--- src/rtl/pc_register.sv ---
// Program counter register: clear / load-from-bus / increment with strobe-conflict flag.
// Optional jump-source trace buffer compiled in when PC_TRACE_EN is defined.
module pc_register #(
    parameter int WIDTH = 12
) (
    input  logic             clk,
    input  logic             rst,
    input  logic             CLR,
    input  logic             INR,
    input  logic             Load,
    input  logic [15:0]      bus_in,
    output logic [WIDTH-1:0] PC,
    output logic [15:0]      pc_bus,
    output logic             conflict
`ifdef PC_TRACE_EN
    ,
    input  logic [1:0]       trace_sel,
    output logic [WIDTH-1:0] trace_data,
    output logic [2:0]       trace_count
`endif
);

    logic [WIDTH-1:0] pc_reg, pc_next;
    logic             conflict_reg, conflict_next;
    logic [1:0]       strobe_sum;

    // Bus bits above WIDTH are deliberately ignored.
    logic unused_bus_bits;
    assign unused_bus_bits = ^bus_in[15:WIDTH];

    always_comb begin
        pc_next = pc_reg;
        if (CLR)
            pc_next = '0;
        else if (Load)
            pc_next = bus_in[WIDTH-1:0];
        else if (INR)
            pc_next = pc_reg + WIDTH'(1);
    end

    assign strobe_sum    = 2'(CLR) + 2'(INR) + 2'(Load);
    assign conflict_next = (strobe_sum >= 2'd2);

    always_ff @(posedge clk or posedge rst) begin
        if (rst) begin
            pc_reg       <= '0;
            conflict_reg <= 1'b0;
        end else begin
            pc_reg       <= pc_next;
            conflict_reg <= conflict_next;
        end
    end

    assign PC       = pc_reg;
    assign pc_bus   = 16'(pc_reg);
    assign conflict = conflict_reg;

`ifdef PC_TRACE_EN
    // A record happens only when Load actually wins priority (jump source = PC before load).
    logic             record;
    logic [WIDTH-1:0] trace_reg [4];
    logic [WIDTH-1:0] trace_next [4];
    logic [2:0]       count_reg, count_next;

    assign record = Load & ~CLR;

    genvar gi;
    generate
        for (gi = 0; gi < 4; gi++) begin : g_trace
            if (gi == 0) begin : g_head
                assign trace_next[gi] = record ? pc_reg : trace_reg[gi];
            end else begin : g_tail
                assign trace_next[gi] = record ? trace_reg[gi-1] : trace_reg[gi];
            end

            always_ff @(posedge clk or posedge rst) begin
                if (rst)
                    trace_reg[gi] <= '0;
                else
                    trace_reg[gi] <= trace_next[gi];
            end
        end
    endgenerate

    assign count_next = (record && count_reg != 3'd4) ? count_reg + 3'd1 : count_reg;

    always_ff @(posedge clk or posedge rst) begin
        if (rst)
            count_reg <= 3'd0;
        else
            count_reg <= count_next;
    end

    assign trace_count = count_reg;
    assign trace_data  = ({1'b0, trace_sel} < count_reg) ? trace_reg[trace_sel] : '0;
`endif

endmodule

--- config.mk ---
export PLATFORM = sky130hd
export DESIGN_NAME = pc_register
export DESIGN_NICKNAME = d
export VERILOG_FILES = /design/src/rtl/pc_register.sv
export SDC_FILE = /design/constraint.sdc
export NUM_CORES = 1
export LEC_CHECK = 0
export CAP_MARGIN = 30
export CORE_MARGIN = 4
export CORE_UTILIZATION = 35
export CTS_BUF_LIST = sky130_fd_sc_hd__clkbuf_8 sky130_fd_sc_hd__clkbuf_16
export DETAILED_ROUTE_END_ITERATION = 10
export PLACE_DENSITY = 0.73
export SLEW_MARGIN = 5
export SYNTH_ARGS = -nofsm -noshare
export SYNTH_HDL_FRONTEND = slang
export SYNTH_SLANG_ARGS = --single-unit
--- constraint.sdc ---
create_clock -name clk -period 4 [get_ports clk]
set_clock_uncertainty 0.2 [all_clocks]
set_input_delay 0.4 -clock clk [delete_from_list [all_inputs] [get_ports clk]]
set_output_delay 0.4 -clock clk [all_outputs]
set_load 0.02 [all_outputs]
; ---- Yosys cells after proc, flatten, opt, wreduce, memory -nomap -nowiden
; Cells that the tools add are included.
[classes]
add_sub_neg = 3
magnitude_cmp = 1
n_mux = 3
n_reduce_logical = 1
[op_table]
columns = op, n
row1 = $mux W12, 3
row2 = $add A12 B1 Y12 const B, 1
row3 = $reduce_bool A3 Y1, 1
row4 = $add A1 B1 Y2, 1
row5 = $add A2 B1 Y2, 1
row6 = $ge A2 B2 Y1 const B, 1
[totals]
register_bits = 13
inputBits = 21
out_inout_bits = 29
wordCells = 10

; ---- Longest topological paths before layout
[logic_depth]
ltp_word = 4
depth_mapped = 4
mapped_depth_nobuf = 4

; ---- Worst setup path before layout
; Ideal clock, no wire load.
[synth_timing]
kind = register to register
startpoint = register pc_reg[0], in the netlist PC[0]
endpoint = register pc_reg[8], in the netlist PC[8]
setup_time_ns = 0.120
arrival_ns = 1.504
t_required_ns = 3.680
path_slack_ns = 2.177
path_stages_with_launch = 5
path_buffers = 0
period_less_slack_ns = 1.823
cell_sequence = dfrtp_1 -> ha_1 -> nand4_1 -> or4b_1 -> and3_1
[synth_via]
elab_chain_cells = 4
[synth_lines]
columns = item, line
row1 = "start, declared", 23  ; logic [WIDTH-1:0] pc_reg, pc_next;
row2 = "start signal, assigned", 49  ; pc_reg <= pc_next;
row3 = $add A12 B1 Y12, 38  ; pc_next = pc_reg + WIDTH'(1);
row4 = $mux W12, 37  ; else if (INR)
row5 = $mux W12, 35  ; else if (Load)
row6 = $mux W12, 33  ; if (CLR)
; No other way between the ends. The select of a mux whose other input is x is not followed.
; A chain may end at the register's enable or synchronous reset.

; ---- Worst setup path after layout
[layout_timing]
startpoint = input port CLR
endpoint = register pc_reg[9], in the netlist PC[9]
[layout_via]
elab_chain_cells = 1
word_cells_on_any_way = 2
cone_classes = mux: 1 / reduce/logical: 1
[layout_lines]
columns = item, line
row1 = "start, declared", 8  ; input logic CLR,
row2 = $reduce_bool A3 Y1 (no source line) / $mux W12 (equally long branches), --
; Parallel ways exist; a longest one is shown, timed or not.

==> results.tsv <==
metric	value	unit
core	0.00250	mm2
grt_max_degree	17	
min_period	2.07	ns
clkSinkCount	13	
post-dp-hpwl	1820	um
nNetsFinal	157	
max_cap_violations	0	
rsz0062_at_grt	no	
final_util	52.0	%
p_leak	0.525	nW
end_kind	flop	
setup_tns	0	ns
totalWireLength	2370	um
grt_antenna_before_repair	0	
fin_crit_sh	51.7	%
critical_path_class	in -> reg	
cp.arrival	2.04	ns
final-seq-area	325	um2
critical-path-slowest-cell	clkdlybuf4s50_1	
dpl_worst_slack	1.71	ns
gr-total-overflow	0	
synth_area	933	um2
grtUsageTotal	14.4	%
postSynthCellCount	105	
finalHoldViolCount	0	
cp_top_family	simple AND/OR/NAND/NOR gates	
dp.cells	159	
htreeDepth	1	
clock_latency	0.24	ns
layout-drive-gt1-share	5.26	%
start_kind	input port	
path_buf_inv	1	
cp_cell_sequence	clkdlybuf4s50_1 -> or3_1 -> or4_1 -> nand3_1	
ff2ff_setup_slack	2.19	ns
final_cells	163	
setup_viol	0	
worst_slew_pin_slew	0.565	ns
largest_register_ffs	12	
dieArea	0.00356	mm2
p_per_area	299	mW/mm2
cts_hold_buf	0	
grt_pass1_wl	4040	um
path_max_fanout	16	
yosysWarnings	0	
multiInputGateArea	465	um2
initial_core_util	37.3	%
final_antenna_net_count	0	
timing.final.ws_setup	1.93	ns
max_freq	484	MHz
ys_seq_elements	13	
drv_slew	0	
cts_setup_buffers	0	
die_w	59.6	um
peakVddDrop	145	uV
ctsRootBufferMaster	clkbuf_8	
rows	18	
numCtsBuffers	3	
synth_seq_area_share	34.9	%
diodes	0	
via_per_inst	5.15	
drc	0	
slew_headroom	62.2	%
slowest_delay	0.69	ns
cts-resized-gates	0	
hp-class	in -> async	
cts_buffer_depth	2	
die_h	59.6	um
drt-pass1-iter-count	4	
synth_cell_types	32	
port_buffers	41	
pin_count	50	
nFillCells	242	
vias	840	
wire_per_inst	14.6	um
cts_tree	yes	
clkTransAtPathRegs	0.06	ns
grt_pass1_vias	880	
status	complete, no violations	
dr.first_iter.drc_count	11	
area_delta_synth_final	39.1	%
required	3.97	ns
gp_congestion	0.769	
syn_avg_cell_area	8.89	um2
## cells by family after synthesis
group	after synthesis	share of synthesized area [%]
fa+ha+maj	2	2.68
xor+xnor	4	3.75
mux	1	1.21
simple gates	40	25.7
flops	13	34.9
compound gates	20	14.9
buf+inv	24	16.5
other cells	1	0.402
## worst paths after layout
kind | startpoint | cells past startpoint | endpoint
setup reg to reg | PC[0]$_DFFE_PP0P_ | 4 | PC[6]$_DFFE_PP0P_
hold / removal | rst | 2 | PC[3]$_DFFE_PP0P_
max in group asynchronous | rst | 2 | PC[11]$_DFFE_PP0P_
setup / recovery | CLR | 4 | PC[9]$_DFFE_PP0P_
hold reg to reg | PC[10]$_DFFE_PP0P_ | 2 | PC[10]$_DFFE_PP0P_
min in group clk | PC[10]$_DFFE_PP0P_ | 2 | PC[10]$_DFFE_PP0P_
## metrics by stage
step	area (um2)	power, mW	hold slack [ns]
after global placement	1250	0.271	0.441
after CTS	1300	0.389	0.298
after global routing	1300	0.406	0.354
after detailed placement	1250	0.274	0.447
after floorplan	945	0.228	0.0770
final	1300	0.388	0.275
## metal layers
| metal | share of wire (%) | track usage, % | wire [um] |
|---|---|---|---|
| met2 | 48 | 22.4 | 1130 |
| met3 | 8.7 | 3.49 | 206 |
| met4 | 0.80 | 5.70 | 19 |
| met5 | 0 | 0 | 0 |
| met1 | 43 | 19.0 | 1020 |
## cells in the final DEF (no fill, tap or decap), types with 4 or more instances in the layout
| master | synthesis | final |
|---|---|---|
| clkdlybuf4s50_1 | 0 | 41 |
| dfrtp_1 | 13 | 13 |
| nor2_1 | 9 | 9 |
| nand2_1 | 7 | 7 |
| inv_1 | 4 | 5 |
| nand3_1 | 5 | 5 |
| o21ai_0 | 5 | 5 |
| or3_1 | 5 | 5 |
| xor2_1 | 4 | 4 |
| conb_1 | 1 | 4 |
## layout make-up
| cell class | count | share of cell area [%] |
|---|---|---|
| Tap cell | 30 | 2.89 |
| Clock buffer | 3 | 3.18 |
| Sequential cell | 13 | 25.0 |
| Inverter | 4 | 1.16 |
| Timing Repair Buffer | 41 | 31.6 |
| Multi-Input combinational cell | 71 | 35.8 |
| Clock inverter | 1 | 0.289 |
## synth_stat cells
cell type	number	area, um2
a22oi_1	1	7.51
xor2_1	4	35.0
nand3b_1	1	7.51
nand4_4	2	42.5
nor4_1	1	6.26
nor2b_1	1	6.26
nor2_1	9	33.8
nand3_1	5	25.0
clkbuf_1	3	11.3
nor3_1	2	10.0
a211o_1	1	8.76
a32oi_1	1	8.76
o21ai_0	5	25.0
or4_1	2	15.0
conb_1	1	3.75
dfrtp_1	13	325
a21oi_1	3	15.0
ha_1	2	25.0
mux2_2	1	11.3
a21o_1	1	7.51
or3_1	5	31.3
inv_1	4	15.0
nand4_1	2	12.5
a311oi_1	3	26.3
a211oi_1	3	22.5
nor3b_1	1	7.51
and3_1	1	6.26
or4b_1	1	10.0
o211ai_1	1	7.51
nand2_1	7	26.3
buf_4	17	128
o31a_2	1	10.0
## where the power goes
group	switching, mW	total (mW)	internal [mW]
logic	0.0560	0.113	0.0574
registers	0.0170	0.158	0.141
clock network	0.0487	0.116	0.0677
total	0.122	0.388	0.266
(Power assumes the default switching activity.)
